<file path="src/rtl/rom_line_sched_if.sv">
`default_nettype none
// ============================================================================
//  Module      : rom_line_sched_if
//  Description : Signal bundle between the ROM line scheduler, its two job
//                requesters (A-matrix loader = 0, B-matrix loader = 1) and
//                the line ROM.
//  Modports    : master - scheduler side (drives grant/status/ROM request)
//                slave  - requester + ROM side (drives jobs and ROM status)
//  Signals     : req, base0/1, nlines0/1          job requests
//                gnt, busy, done, done_id         job status
//                line_vld, line_idx               returned-line flags
//                rom_fetch, rom_addr(_use_ext)    ROM request
//                rom_ready, rom_line_valid        ROM status
//                err                              only with
//                                                 ROM_LINE_SCHED_TIMEOUT_EN
//  Revision    : 1.0 - initial release
// ============================================================================
interface rom_line_sched_if #(
  parameter int AW = 8,
  parameter int CW = 8
) ();
  logic [1:0]    req;
  logic [AW-1:0] base0;
  logic [AW-1:0] base1;
  logic [CW-1:0] nlines0;
  logic [CW-1:0] nlines1;
  logic [1:0]    gnt;
  logic          busy;
  logic          done;
  logic          done_id;
  logic [1:0]    line_vld;
  logic [CW-1:0] line_idx;
  logic          rom_fetch;
  logic          rom_addr_use_ext;
  logic [AW-1:0] rom_addr;
  logic          rom_ready;
  logic          rom_line_valid;
`ifdef ROM_LINE_SCHED_TIMEOUT_EN
  logic          err;
`endif

  modport master (
    input  req, base0, base1, nlines0, nlines1, rom_ready, rom_line_valid,
    output gnt, busy, done, done_id, line_vld, line_idx,
`ifdef ROM_LINE_SCHED_TIMEOUT_EN
    output err,
`endif
    output rom_fetch, rom_addr_use_ext, rom_addr
  );

  modport slave (
    output req, base0, base1, nlines0, nlines1, rom_ready, rom_line_valid,
    input  gnt, busy, done, done_id, line_vld, line_idx,
`ifdef ROM_LINE_SCHED_TIMEOUT_EN
    input  err,
`endif
    input  rom_fetch, rom_addr_use_ext, rom_addr
  );
endinterface
`default_nettype wire

</file>
<file path="src/rtl/rom_line_sched.sv">
`default_nettype none
// ============================================================================
//  Module      : rom_line_sched
//  Description : Round-robin job scheduler feeding a line-organised ROM.
//                A granted job fetches nlines lines starting at base with a
//                stride of LINE_LEN words, one fetch outstanding at a time.
//  Ports       : clk    - clock, rising edge
//                rst_n  - asynchronous active-low reset
//                bus    - rom_line_sched_if.master (jobs, status, ROM side)
//  Parameters  : AW (ROM address width), LINE_LEN (address stride),
//                CW (line-count width)
//  Option      : ROM_LINE_SCHED_TIMEOUT_EN - adds a 4-bit WAIT watchdog and
//                the err output; without it WAIT waits indefinitely.
//  Revision    : 1.0 - initial release
// ============================================================================
module rom_line_sched #(
  parameter int AW       = 8,
  parameter int LINE_LEN = 16,
  parameter int CW       = 8
) (
  input wire               clk,
  input wire               rst_n,
  rom_line_sched_if.master bus
);

  typedef enum logic [1:0] {
    S_IDLE  = 2'd0,
    S_ISSUE = 2'd1,
    S_WAIT  = 2'd2,
    S_DONE  = 2'd3
  } state_t;

  state_t        r_state;
  state_t        w_state_nxt;
  logic [1:0]    r_gnt;
  logic          r_owner;
  logic          r_last;      // requester granted most recently
  logic [AW-1:0] r_addr;
  logic [CW-1:0] r_nlines;
  logic [CW-1:0] r_k;

  logic          w_pick;
  logic [CW-1:0] w_k_inc;
  logic          w_more;
  logic          w_busy;
  logic          w_fetch;
  logic          w_done;
  logic [1:0]    w_line_vld;

  // On a tie the requester that did not win last time gets the job.
  assign w_pick  = (bus.req == 2'b11) ? ~r_last : bus.req[1];
  // k never exceeds nlines-1, so k+1 cannot overflow CW bits.
  assign w_k_inc = r_k + CW'(1);
  assign w_more  = (w_k_inc < r_nlines);

`ifdef ROM_LINE_SCHED_TIMEOUT_EN
  logic [3:0] r_tmo;
  logic       w_tmo_hit;

  // The edge that would take the counter to 15 is the one that leaves WAIT.
  assign w_tmo_hit = (r_tmo == 4'd14) && !bus.rom_line_valid;

  // Counter is kept through DONE so err can be derived from it there.
  always_ff @(posedge clk or negedge rst_n) begin
    if (!rst_n) begin
      r_tmo <= 4'd0;
    end else if (r_state == S_WAIT) begin
      if (!bus.rom_line_valid) r_tmo <= r_tmo + 4'd1;
    end else if (r_state != S_DONE) begin
      r_tmo <= 4'd0;
    end
  end

  assign bus.err = (r_state == S_DONE) && (r_tmo == 4'd15);
`endif

  always_ff @(posedge clk or negedge rst_n) begin
    if (!rst_n) r_state <= S_IDLE;
    else        r_state <= w_state_nxt;
  end

  always_comb begin
    w_state_nxt = r_state;
    w_busy      = 1'b1;
    w_fetch     = 1'b0;
    w_done      = 1'b0;
    w_line_vld  = 2'b00;
    case (r_state)
      S_IDLE: begin
        w_busy = 1'b0;
        if (|bus.req) begin
          // A zero-length job completes without touching the ROM.
          if ((w_pick ? bus.nlines1 : bus.nlines0) == '0) w_state_nxt = S_DONE;
          else                                            w_state_nxt = S_ISSUE;
        end
      end
      S_ISSUE: begin
        w_fetch = 1'b1;
        if (bus.rom_ready) w_state_nxt = S_WAIT;
      end
      S_WAIT: begin
        w_line_vld = r_gnt & {2{bus.rom_line_valid}};
        if (bus.rom_line_valid) begin
          w_state_nxt = w_more ? S_ISSUE : S_DONE;
        end
`ifdef ROM_LINE_SCHED_TIMEOUT_EN
        else if (w_tmo_hit) begin
          w_state_nxt = S_DONE;
        end
`endif
      end
      S_DONE: begin
        w_done      = 1'b1;
        w_state_nxt = S_IDLE;
      end
      default: w_state_nxt = S_IDLE;
    endcase
  end

  // Job context: latched at grant, advanced per returned line.
  always_ff @(posedge clk or negedge rst_n) begin
    if (!rst_n) begin
      r_gnt    <= 2'b00;
      r_owner  <= 1'b0;
      r_last   <= 1'b1;   // makes requester 0 win the first tie
      r_addr   <= '0;
      r_nlines <= '0;
      r_k      <= '0;
    end else begin
      case (r_state)
        S_IDLE: begin
          if (|bus.req) begin
            r_gnt    <= w_pick ? 2'b10 : 2'b01;
            r_owner  <= w_pick;
            r_last   <= w_pick;
            r_addr   <= w_pick ? bus.base1 : bus.base0;
            r_nlines <= w_pick ? bus.nlines1 : bus.nlines0;
            r_k      <= '0;
          end
        end
        S_WAIT: begin
          if (bus.rom_line_valid && w_more) begin
            r_k    <= w_k_inc;
            r_addr <= r_addr + AW'(LINE_LEN);  // wraps modulo 2^AW
          end
        end
        S_DONE: r_gnt <= 2'b00;
        default: ;
      endcase
    end
  end

  assign bus.gnt              = r_gnt;
  assign bus.busy             = w_busy;
  assign bus.done             = w_done;
  assign bus.done_id          = w_done & r_owner;
  assign bus.line_vld         = w_line_vld;
  assign bus.line_idx         = r_k;
  assign bus.rom_fetch        = w_fetch;
  assign bus.rom_addr_use_ext = 1'b1;
  assign bus.rom_addr         = r_addr;

endmodule
`default_nettype wire

</file>
<file path="src/flat_wrapper.sv">
// flat-port wrapper written by rule: the top's interface ports become plain ports
module rom_line_sched_flat 
#(
  parameter int AW       = 8,
  parameter int LINE_LEN = 16,
  parameter int CW       = 8
)
  (clk, rst_n, bus_req, bus_base0, bus_base1, bus_nlines0, bus_nlines1, bus_rom_ready, bus_rom_line_valid, bus_gnt, bus_busy, bus_done, bus_done_id, bus_line_vld, bus_line_idx, bus_rom_fetch, bus_rom_addr_use_ext, bus_rom_addr);
  rom_line_sched_if #(.AW(AW), .CW(CW)) bus_i ();
  input wire clk;
  input wire rst_n;
  input wire logic [$bits(bus_i.req)-1:0] bus_req;
  input wire logic [$bits(bus_i.base0)-1:0] bus_base0;
  input wire logic [$bits(bus_i.base1)-1:0] bus_base1;
  input wire logic [$bits(bus_i.nlines0)-1:0] bus_nlines0;
  input wire logic [$bits(bus_i.nlines1)-1:0] bus_nlines1;
  input wire logic [$bits(bus_i.rom_ready)-1:0] bus_rom_ready;
  input wire logic [$bits(bus_i.rom_line_valid)-1:0] bus_rom_line_valid;
  output wire logic [$bits(bus_i.gnt)-1:0] bus_gnt;
  output wire logic [$bits(bus_i.busy)-1:0] bus_busy;
  output wire logic [$bits(bus_i.done)-1:0] bus_done;
  output wire logic [$bits(bus_i.done_id)-1:0] bus_done_id;
  output wire logic [$bits(bus_i.line_vld)-1:0] bus_line_vld;
  output wire logic [$bits(bus_i.line_idx)-1:0] bus_line_idx;
  output wire logic [$bits(bus_i.rom_fetch)-1:0] bus_rom_fetch;
  output wire logic [$bits(bus_i.rom_addr_use_ext)-1:0] bus_rom_addr_use_ext;
  output wire logic [$bits(bus_i.rom_addr)-1:0] bus_rom_addr;
  assign bus_i.req = bus_req;
  assign bus_i.base0 = bus_base0;
  assign bus_i.base1 = bus_base1;
  assign bus_i.nlines0 = bus_nlines0;
  assign bus_i.nlines1 = bus_nlines1;
  assign bus_i.rom_ready = bus_rom_ready;
  assign bus_i.rom_line_valid = bus_rom_line_valid;
  assign bus_gnt = bus_i.gnt;
  assign bus_busy = bus_i.busy;
  assign bus_done = bus_i.done;
  assign bus_done_id = bus_i.done_id;
  assign bus_line_vld = bus_i.line_vld;
  assign bus_line_idx = bus_i.line_idx;
  assign bus_rom_fetch = bus_i.rom_fetch;
  assign bus_rom_addr_use_ext = bus_i.rom_addr_use_ext;
  assign bus_rom_addr = bus_i.rom_addr;
  rom_line_sched #(.AW(AW), .LINE_LEN(LINE_LEN), .CW(CW)) u_core (.clk(clk), .rst_n(rst_n), .bus(bus_i));
endmodule
</file>
<file path="config.mk">
export PLATFORM = sky130hd
export DESIGN_NAME = rom_line_sched_flat
export DESIGN_NICKNAME = d
export VERILOG_FILES = /design/src/rtl/rom_line_sched_if.sv /design/src/rtl/rom_line_sched.sv /design/src/flat_wrapper.sv
export SDC_FILE = /design/constraint.sdc
export NUM_CORES = 1
export LEC_CHECK = 0
export BUFFER_PORTS_ARGS = -buffer_cell sky130_fd_sc_hd__buf_4
export CORE_MARGIN = 1
export CORE_UTILIZATION = 54
export CTS_CLUSTER_SIZE = 25
export DETAILED_ROUTE_END_ITERATION = 12
export GPL_TIMING_DRIVEN = 0
export PLACE_DENSITY = 0.85
export SLEW_MARGIN = 20
export SYNTH_ARGS = -nofsm -noshare
export SYNTH_HDL_FRONTEND = slang
export SYNTH_SLANG_ARGS = --single-unit
</file>
<file path="constraint.sdc">
create_clock -name clk -period 6.9 [get_ports clk]
set_clock_uncertainty 0.15 [all_clocks]
set_input_delay 2.07 -clock clk [delete_from_list [all_inputs] [get_ports clk]]
set_output_delay 2.07 -clock clk [all_outputs]
set_load 0.05 [all_outputs]
</file>
==> summary.txt, run 1 <==
Power and ir drop
  • Switching share of power: 49.7%
  • Clk pwr share: 11.0%
  • Power dissipated by switching net loads: 489 µW
  • Pwr per Cell Area: 404 mW/mm²
  • Internal power component: 494 µW
  • IR drop worst, VDD: 338 µV
  • Static leakage: 1.27 nW
  • Power share of the sequential group: 30.0%
  • Comb power frac: 59.0%

STA
  • TNS Setup: 0 ps
  • Setup repair after global routing missed its margin: no
  • Final Max Tran Viols: 0
  • Final setup fails: 0
  • Peak Freq: 211 MHz
  • Headroom to the max-slew limit: 54.6%
  • Final period util: 68.6%
  • Transition time at the pin with the least slew margin: 677 ps
  • Final period demand of the worst path: 4730 ps
  • Hold Vio Cnt, Final: 0

CTS
  • Root buffer selected by CTS: sky130_fd_sc_hd__clkbuf_4
  • Count of clock tree sinks: 30
  • Clock transition at the register clock pins on the worst setup and hold paths after CTS: 90 ps
  • Insertion delay of the later-clocked pin in the worst-skew pair: 320 ps
  • Resized Gates After CTS: 0
  • Level count of the clock H-tree: 2
  • Clock buffer count from CTS: 5
  • CTS tree: yes
  • Clock tree buffer depth: 2
  • Post-CTS Hold Fix Bufs: 0
  • Number of buffers added for setup after CTS: 0

Global route
  • Wire length of the first global-routing pass: 7510 µm
  • Antenna violations before repair: 0
  • Remaining global-route overflow: 0
  • Pin count of the biggest net entering global routing: 31
  • Overall track demand over capacity in global routing: 27.6%
  • Vias in the first global route: 1754

Floorplan
  • Row Count: 20
  • Chip height: 60.7 µm
  • Die width: 60.7 µm
  • I/O pin total: 63
  • Placeable core area: 0.00315 mm²
  • Die Outline Area: 0.00368 mm²
  • Initial core utilization: 59.0%

Synth
  • Synth Flop Type: sky130_fd_sc_hd__dfrtp_1
  • Post-Syn Area: 0.00186 mm²
  • Synthesized area divided by synthesized cell count: 9.21 µm²
  • Count of unique library cells instantiated by Yosys: 45
  • Number of cells produced by synthesis: 202
  • Number of warnings printed during yosys synthesis: 0
  • Register bit total from synthesis: 30
  • Portion of the post-synthesis area used by sequential elements: 40.4%
  • Number of enable-type register cells in the synthesized netlist: 0
  • Share of flip-flops with an asynchronous set or reset after synthesis: 100%
  • Post-synth net total: 249

Final layout
  • Final antenna diode count: 0
  • Area of the multi-input gates: 1000 µm²
  • Ratio of cells with drive above 1 in the final layout: 31.4%
  • Sequential cell area: 752 µm²
  • Post-Layout Inst Area: 0.00243 mm²
  • Final non-filler cell total: 315
  • NumNets Final: 317
  • Area delta synth->final: 30.8%
  • Filler Cell Count: 251

Job
  • Max Cap Viol: 0

Route
  • Drt first pass iters: 4
  • Number of vias after detailed routing: 1753
  • Number of design rule violations left after detail routing: 0
  • Number of violations reported at the end of detailed-routing iteration 0: 100
  • DR vias/cell: 5.57
  • Count of nets left with antenna violations after detail routing: 0
  • Routed wire per std cell: 14.6 µm
  • Drt total wl: 4590 µm

Setup path
  • Worst path arrival time: 2510 ps
  • Startpoint type of the worst setup path: input pin
  • Kind of critical path: in2out
  • Crit-path max FO: 4
  • Worst Setup End Kind: output port
  • Required time at the worst-slack endpoint: 4680 ps

Hold path
  • Worst min path class: reg2reg

Placed design
  • Placer's final routability congestion estimate: 0.798
  • Post-Place Cells: 307
  • PortBufs: 61
  • Cell area after placement: 0.00237 mm²
  • HPWL reported at the end of detailed placement: 3510 µm

Status
  • Run status: completed
## through the flow
stage | hold slack (ps) | util (%) | setup slack [ps] | total power [mW]
2_1_floorplan | 292 | - | 2170 | 0.702
3_3_place_gp | 314 | 75.3 | 2170 | 0.856
3_5_place_dp | 324 | 75.3 | 2180 | 0.877
4_1_cts | 347 | 77.2 | 2170 | 0.985
5_1_grt | 377 | 77.2 | 2150 | 1.05
6_report | 337 | 77.2 | 2170 | 0.983
## cells in the mapped netlist (2+ instances only)
cell,number,area (µm²)
sky130_fd_sc_hd__xnor2_1,3,26.3
sky130_fd_sc_hd__clkbuf_1,6,22.5
sky130_fd_sc_hd__nor2_1,4,15.0
sky130_fd_sc_hd__ha_1,9,113
sky130_fd_sc_hd__o31ai_1,2,15.0
sky130_fd_sc_hd__nand3_1,8,40.0
sky130_fd_sc_hd__dfrtp_1,29,726
sky130_fd_sc_hd__buf_2,3,15.0
sky130_fd_sc_hd__nor2b_1,4,25.0
sky130_fd_sc_hd__nor4_1,4,25.0
sky130_fd_sc_hd__a22o_1,2,17.5
sky130_fd_sc_hd__o21ai_0,20,100
sky130_fd_sc_hd__and3_1,5,31.3
sky130_fd_sc_hd__a211o_1,2,17.5
sky130_fd_sc_hd__xor2_1,3,26.3
sky130_fd_sc_hd__nand2b_1,2,12.5
sky130_fd_sc_hd__a21o_1,4,30.0
sky130_fd_sc_hd__nor3_1,7,35.0
sky130_fd_sc_hd__nand2_1,25,93.8
sky130_fd_sc_hd__inv_1,14,52.6
sky130_fd_sc_hd__a21oi_1,5,25.0
sky130_fd_sc_hd__or2_2,2,12.5
sky130_fd_sc_hd__mux2i_1,17,170
## flip-flops by register name, indices dropped and copies added (netlist names)
signal               cells
u_core.bus.line_idx      8
u_core.bus.rom_addr      8
u_core.r_nlines          8
u_core.bus.gnt           2
u_core.r_state           2
u_core.r_last            1
u_core.r_owner           1
## worst max-delay path: stages
cell and delay (ps):
sky130_fd_sc_hd__buf_4 120, sky130_fd_sc_hd__and3_1 140, sky130_fd_sc_hd__buf_4 180
## cells in the final DEF (no fill, tap or decap), types with 2 or more instances in the layout
master / instances
sky130_fd_sc_hd__buf_4: 62
sky130_fd_sc_hd__dfrtp_1: 29
sky130_fd_sc_hd__nand2_1: 25
sky130_fd_sc_hd__o21ai_0: 20
sky130_fd_sc_hd__mux2i_1: 17
sky130_fd_sc_hd__inv_1: 14
sky130_fd_sc_hd__ha_1: 9
sky130_fd_sc_hd__nand3_1: 8
sky130_fd_sc_hd__clkbuf_1: 7
sky130_fd_sc_hd__nor3_1: 7
sky130_fd_sc_hd__and3_1: 5
sky130_fd_sc_hd__a21oi_1: 5
sky130_fd_sc_hd__clkbuf_4: 5
sky130_fd_sc_hd__nor2_1: 4
sky130_fd_sc_hd__nor2b_1: 4
sky130_fd_sc_hd__nor4_1: 4
sky130_fd_sc_hd__a21o_1: 4
sky130_fd_sc_hd__xnor2_1: 3
sky130_fd_sc_hd__xor2_1: 3
sky130_fd_sc_hd__buf_2: 3
sky130_fd_sc_hd__or2_2: 2
sky130_fd_sc_hd__nand2b_1: 2
sky130_fd_sc_hd__a211o_1: 2
sky130_fd_sc_hd__o31ai_1: 2
sky130_fd_sc_hd__a22o_1: 2
## final timing paths
check | depth (start not counted) | slack [ps] | start | to
worst max-delay path | 3 | 2170 | bus_rom_line_valid | bus_line_vld[1]
worst min-delay path | 2 | 340 | u_core.r_nlines[1] | u_core.r_nlines[1]
worst max register to register | 10 | 3740 | u_core.bus.line_idx[4] | u_core.bus.rom_addr[7]
worst min register to register | 2 | 340 | u_core.r_nlines[1] | u_core.r_nlines[1]
max in group asynchronous | 1 | 4770 | rst_n | u_core.r_last
min in group asynchronous | 1 | 1510 | rst_n | u_core.bus.gnt[0]
## power by group through the flow
| stage | Combinational [mW] | Sequential, mW | Clock, mW |
|---|---|---|---|
| 4_1_cts | 0.582 | 0.293 | 0.110 |
| 6_report | 0.581 | 0.295 | 0.108 |
| 2_1_floorplan | 0.308 | 0.395 | 0 |
| 5_1_grt | 0.629 | 0.305 | 0.116 |
| 3_5_place_dp | 0.580 | 0.296 | 0 |
| 3_3_place_gp | 0.562 | 0.294 | 0 |
## metal layers
layer | global-route usage, % | share of wire (%) | wire [µm] | up-vias
li1 | - | - | - | 848
met1 | 34.1 | 43 | 1990 | 853
met2 | 48.5 | 52 | 2400 | 48
met3 | 5.97 | 3.5 | 162 | 4
met4 | 8.12 | 0.81 | 37 | 0
met5 | 0 | 0 | 0 | -
## final cells by class
class / count / share of cell area [%]
buffer: 11 / 2.31
clock buffer: 7 / 2.26
clock inverter: 1 / 0.206
inverter: 14 / 2.16
multi-input combinational: 147 / 41.1
sequential: 30 / 30.9
tap: 44 / 2.26
timing repair buffer: 61 / 18.8
## kinds of logic after synthesis
| kind of cell | count (synthesis) | synth area share [%] |
|---|---|---|
| other | 1 | 0.202 |
| multiplexers | 17 | 9.15 |
| buffers and inverters | 25 | 5.85 |
| AO/OA/AOI/OAI | 46 | 17.1 |
| XOR/XNOR | 6 | 2.82 |
| flip-flops | 30 | 40.4 |
| adder cells (fa/ha/maj) | 9 | 6.05 |
| AND/OR/NAND/NOR | 68 | 18.4 |
Power figures use the tool's default switching activity.
==> inputs of run 2 (changes only) <==
--- a/config.mk
+++ b/config.mk
@@ -5,13 +5,14 @@
 export SDC_FILE = /design/constraint.sdc
 export NUM_CORES = 1
 export LEC_CHECK = 0
+export ABC_AREA = 1
 export BUFFER_PORTS_ARGS = -buffer_cell sky130_fd_sc_hd__buf_4
 export CORE_MARGIN = 1
-export CORE_UTILIZATION = 54
+export CORE_UTILIZATION = 51
 export CTS_CLUSTER_SIZE = 25
 export DETAILED_ROUTE_END_ITERATION = 12
 export GPL_TIMING_DRIVEN = 0
-export PLACE_DENSITY = 0.85
+export PLACE_DENSITY = 0.8
 export SLEW_MARGIN = 20
 export SYNTH_ARGS = -nofsm -noshare
 export SYNTH_HDL_FRONTEND = slang
==> constraint.sdc (replaced) <==
create_clock -name clk -period 4.4 [get_ports clk]
set_clock_uncertainty 0.15 [all_clocks]
set_input_delay 1.32 -clock clk [delete_from_list [all_inputs] [get_ports clk]]
set_output_delay 1.32 -clock clk [all_outputs]
set_load 0.05 [all_outputs]
==> run 2 against run 1 <==
Compared with the run above: critical path type unchanged; global-route usage decreased by 2.4 points; total power increased by 67%; largest power group unchanged; non-clock buffer count shrank 1; setup slack got worse by 1100 ps; largest cell class unchanged; synthesized area rose by 5.2%; highest routed layer unchanged.
==> summary.txt, run 2 <==
Status
  • Run status: completed

Route
  • Length of routed met2 wiring: 2230 µm
  • Number of design rule violations left after detail routing: 0
  • Metal1 wirelength: 2040 µm
  • Drt first pass iters: 4
  • Routed wire per std cell: 11.8 µm
  • Drt total wl: 4510 µm
  • Number of vias after detailed routing: 1926
  • DR vias/cell: 5.02
  • Routed length on met3: 196 µm
  • Highest signal layer in the routed design: met4
  • Count of nets left with antenna violations after detail routing: 0
  • Number of violations reported at the end of detailed-routing iteration 0: 103

Setup path
  • Required time at the worst-slack endpoint: 2930 ps
  • Worst Setup End Kind: output port
  • Crit-path max FO: 2
  • Count of buffering cells on the critical path with inverters included: 3
  • Source of the worst register-to-register timing path: u_core.bus.line_idx[0]
  • Startpoint type of the worst setup path: input pin
  • Cell-by-cell trace of the critical path: buf_4 > inv_1 > nor3_1 > buf_4
  • Delay of the slowest critical-path stage: 230 ps
  • Crit. path cell count: 4
  • Startpoint of the most critical setup path: bus_rom_line_valid
  • Slowest cell on the critical path: sky130_fd_sc_hd__buf_4
  • Kind of critical path: in2out
  • Family of cells with the greatest summed delay on the critical path: buffers and inverters
  • R2R cell count: 14
  • Worst path most repeated cell: sky130_fd_sc_hd__buf_4
  • Worst path arrival time: 1880 ps

Floorplan
  • I/O pin total: 63
  • Die Outline Area: 0.00409 mm²
  • Initial core utilization: 53.5%
  • Row Count: 22
  • Placeable core area: 0.00366 mm²
  • Chip height: 64.0 µm
  • Die width: 64.0 µm

Final layout
  • NumNets Final: 382
  • Final antenna diode count: 0
  • Most frequent standard cell in the layout excluding fill and tap cells: sky130_fd_sc_hd__nand2_1
  • Filler Cell Count: 333
  • Highest-count cells in the layout ignoring fill and taps: sky130_fd_sc_hd__nand2_1, sky130_fd_sc_hd__buf_4, sky130_fd_sc_hd__nand3_1
  • Ratio of cells with drive above 1 in the final layout: 28.6%
  • Post-Route Utilization: 70.1%
  • Area delta synth->final: 31.1%

CTS
  • CTS tree: yes
  • Number of buffers added for setup after CTS: 0
  • Clock tree buffer depth: 2
  • Post-CTS Hold Fix Bufs: 0
  • Resized Gates After CTS: 0
  • Count of clock tree sinks: 30
  • Clock buffer count from CTS: 5
  • Root buffer selected by CTS: sky130_fd_sc_hd__clkbuf_8
  • Insertion delay of the later-clocked pin in the worst-skew pair: 290 ps
  • Level count of the clock H-tree: 2
  • Clock transition at the register clock pins on the worst setup and hold paths after CTS: 60 ps

Placed design
  • HPWL reported at the end of detailed placement: 3450 µm
  • PortBufs: 61
  • Placer's final routability congestion estimate: 0.839

Global route
  • Wire length of the first global-routing pass: 8000 µm
  • Remaining global-route overflow: 0
  • Overall track demand over capacity in global routing: 25.3%
  • Pin count of the biggest net entering global routing: 31
  • Antenna violations before repair: 0
  • Vias in the first global route: 1894

Power and ir drop
  • Power share of the sequential group: 28.2%
  • Pwr per Cell Area: 640 mW/mm²
  • Comb power frac: 57.7%
  • Power dissipated by switching net loads: 813 µW
  • Clk pwr share: 14.1%
  • IR drop worst, VDD: 404 µV
  • Switching share of power: 49.5%
  • Static leakage: 1.46 nW
  • Internal power component: 830 µW

STA
  • Final period util: 76.2%
  • Setup repair after global routing missed its margin: no
  • Final Max Tran Viols: 0
  • Final period demand of the worst path: 3350 ps
  • Hold Vio Cnt, Final: 0
  • Peak Freq: 298 MHz
  • Final setup fails: 0
  • TNS Setup: 0 ps

Hold path
  • Min-delay src: u_core.r_last
  • Hold path cells: 2
  • Worst min path class: reg2reg

Synth
  • Library cell occupying the most area in the post-synthesis netlist: sky130_fd_sc_hd__dfrtp_1
  • Post-synth net total: 314
  • Number of cells produced by synthesis: 267
  • Synthesized area divided by synthesized cell count: 7.33 µm²
  • Top cells by instance count after synthesis: sky130_fd_sc_hd__nand2_1, sky130_fd_sc_hd__nand3_1, sky130_fd_sc_hd__inv_1, sky130_fd_sc_hd__dfrtp_1, sky130_fd_sc_hd__nor2_1
  • Register bit total from synthesis: 30
  • Share of flip-flops with an asynchronous set or reset after synthesis: 100%
  • Portion of the post-synthesis area used by sequential elements: 38.4%
  • Top cells by area, synth: sky130_fd_sc_hd__dfrtp_1, sky130_fd_sc_hd__nand2_1, sky130_fd_sc_hd__nand3_1, sky130_fd_sc_hd__inv_1, sky130_fd_sc_hd__ha_1
  • Number of warnings printed during yosys synthesis: 0
  • Count of unique library cells instantiated by Yosys: 32
  • Post-Syn Area: 0.00196 mm²
  • Fraction of post-synthesis cell area in the top cell type by area: 37.1%
  • Synth Flop Type: sky130_fd_sc_hd__dfrtp_1
  • Number of enable-type register cells in the synthesized netlist: 0
  • Most instantiated library cell after synthesis: sky130_fd_sc_hd__nand2_1

Job
  • Max Cap Viol: 0
run 2: worst paths after layout:
check                                    endpoint  slack [ps]
setup / recovery                  bus_line_vld[1]        1050
hold / removal                      u_core.r_last         330
setup reg to reg           u_core.bus.rom_addr[6]        1930
hold reg to reg                     u_core.r_last         330
max in group asynchronous           u_core.r_last        2970
min in group asynchronous      u_core.r_nlines[6]         800
run 2: per-stage QoR:
stage	setup slack (ps)	area [µm²]	instances	power (mW)	hold WS, ps
floorplan	486	1960	267	1.16	293
global placement	1060	2480	376	1.40	302
detailed placement	1050	2480	376	1.42	319
CTS	1040	2570	384	1.65	327
global route	961	2570	384	1.77	344
finish	1050	2570	384	1.64	329
run 2: per-layer routing:
| layer | global-route usage (%) | vias up |
|---|---|---|
| met5 | 0 | - |
| met4 | 8.24 | 0 |
| met3 | 5.71 | 6 |
| met2 | 44.3 | 47 |
| met1 | 30.4 | 886 |
| li1 | - | 987 |
run 2: area by class of cell:
cell class	count	area (µm²)	area share (%)
Buffer	10	70.1	2.73
Multi-Input combinational cell	192	1000	39.2
Inverter	35	131	5.12
Tap cell	48	60.1	2.34
Sequential cell	30	752	29.3
Clock buffer	8	90.1	3.51
Timing Repair Buffer	61	458	17.8
run 2: logic make-up (layout without fill, tap and decap cells):
group,count (synthesis),in the layout,synth area share (%)
simple gates,147,147,34.1
buf+inv,45,114,10.3
compound gates,31,31,9.46
flops,30,30,38.4
fa+ha+maj,9,9,5.75
xor+xnor,4,4,1.79
other cells,1,1,0.192
run 2: power groups by stage:
| stage | registers, mW | logic (mW) | clock network [mW] |
|---|---|---|---|
| after global routing | 0.475 | 1.04 | 0.251 |
| after CTS | 0.463 | 0.955 | 0.236 |
| after floorplan | 0.623 | 0.537 | 0 |
| after detailed placement | 0.465 | 0.953 | 0 |
| final | 0.463 | 0.949 | 0.231 |
| after global placement | 0.464 | 0.937 | 0 |
run 2: tightest hold or removal path: stages, from the launching register on:
cell                      delay (ps)
sky130_fd_sc_hd__dfstp_2         370
sky130_fd_sc_hd__nand2_1          60
sky130_fd_sc_hd__nand2_1          50
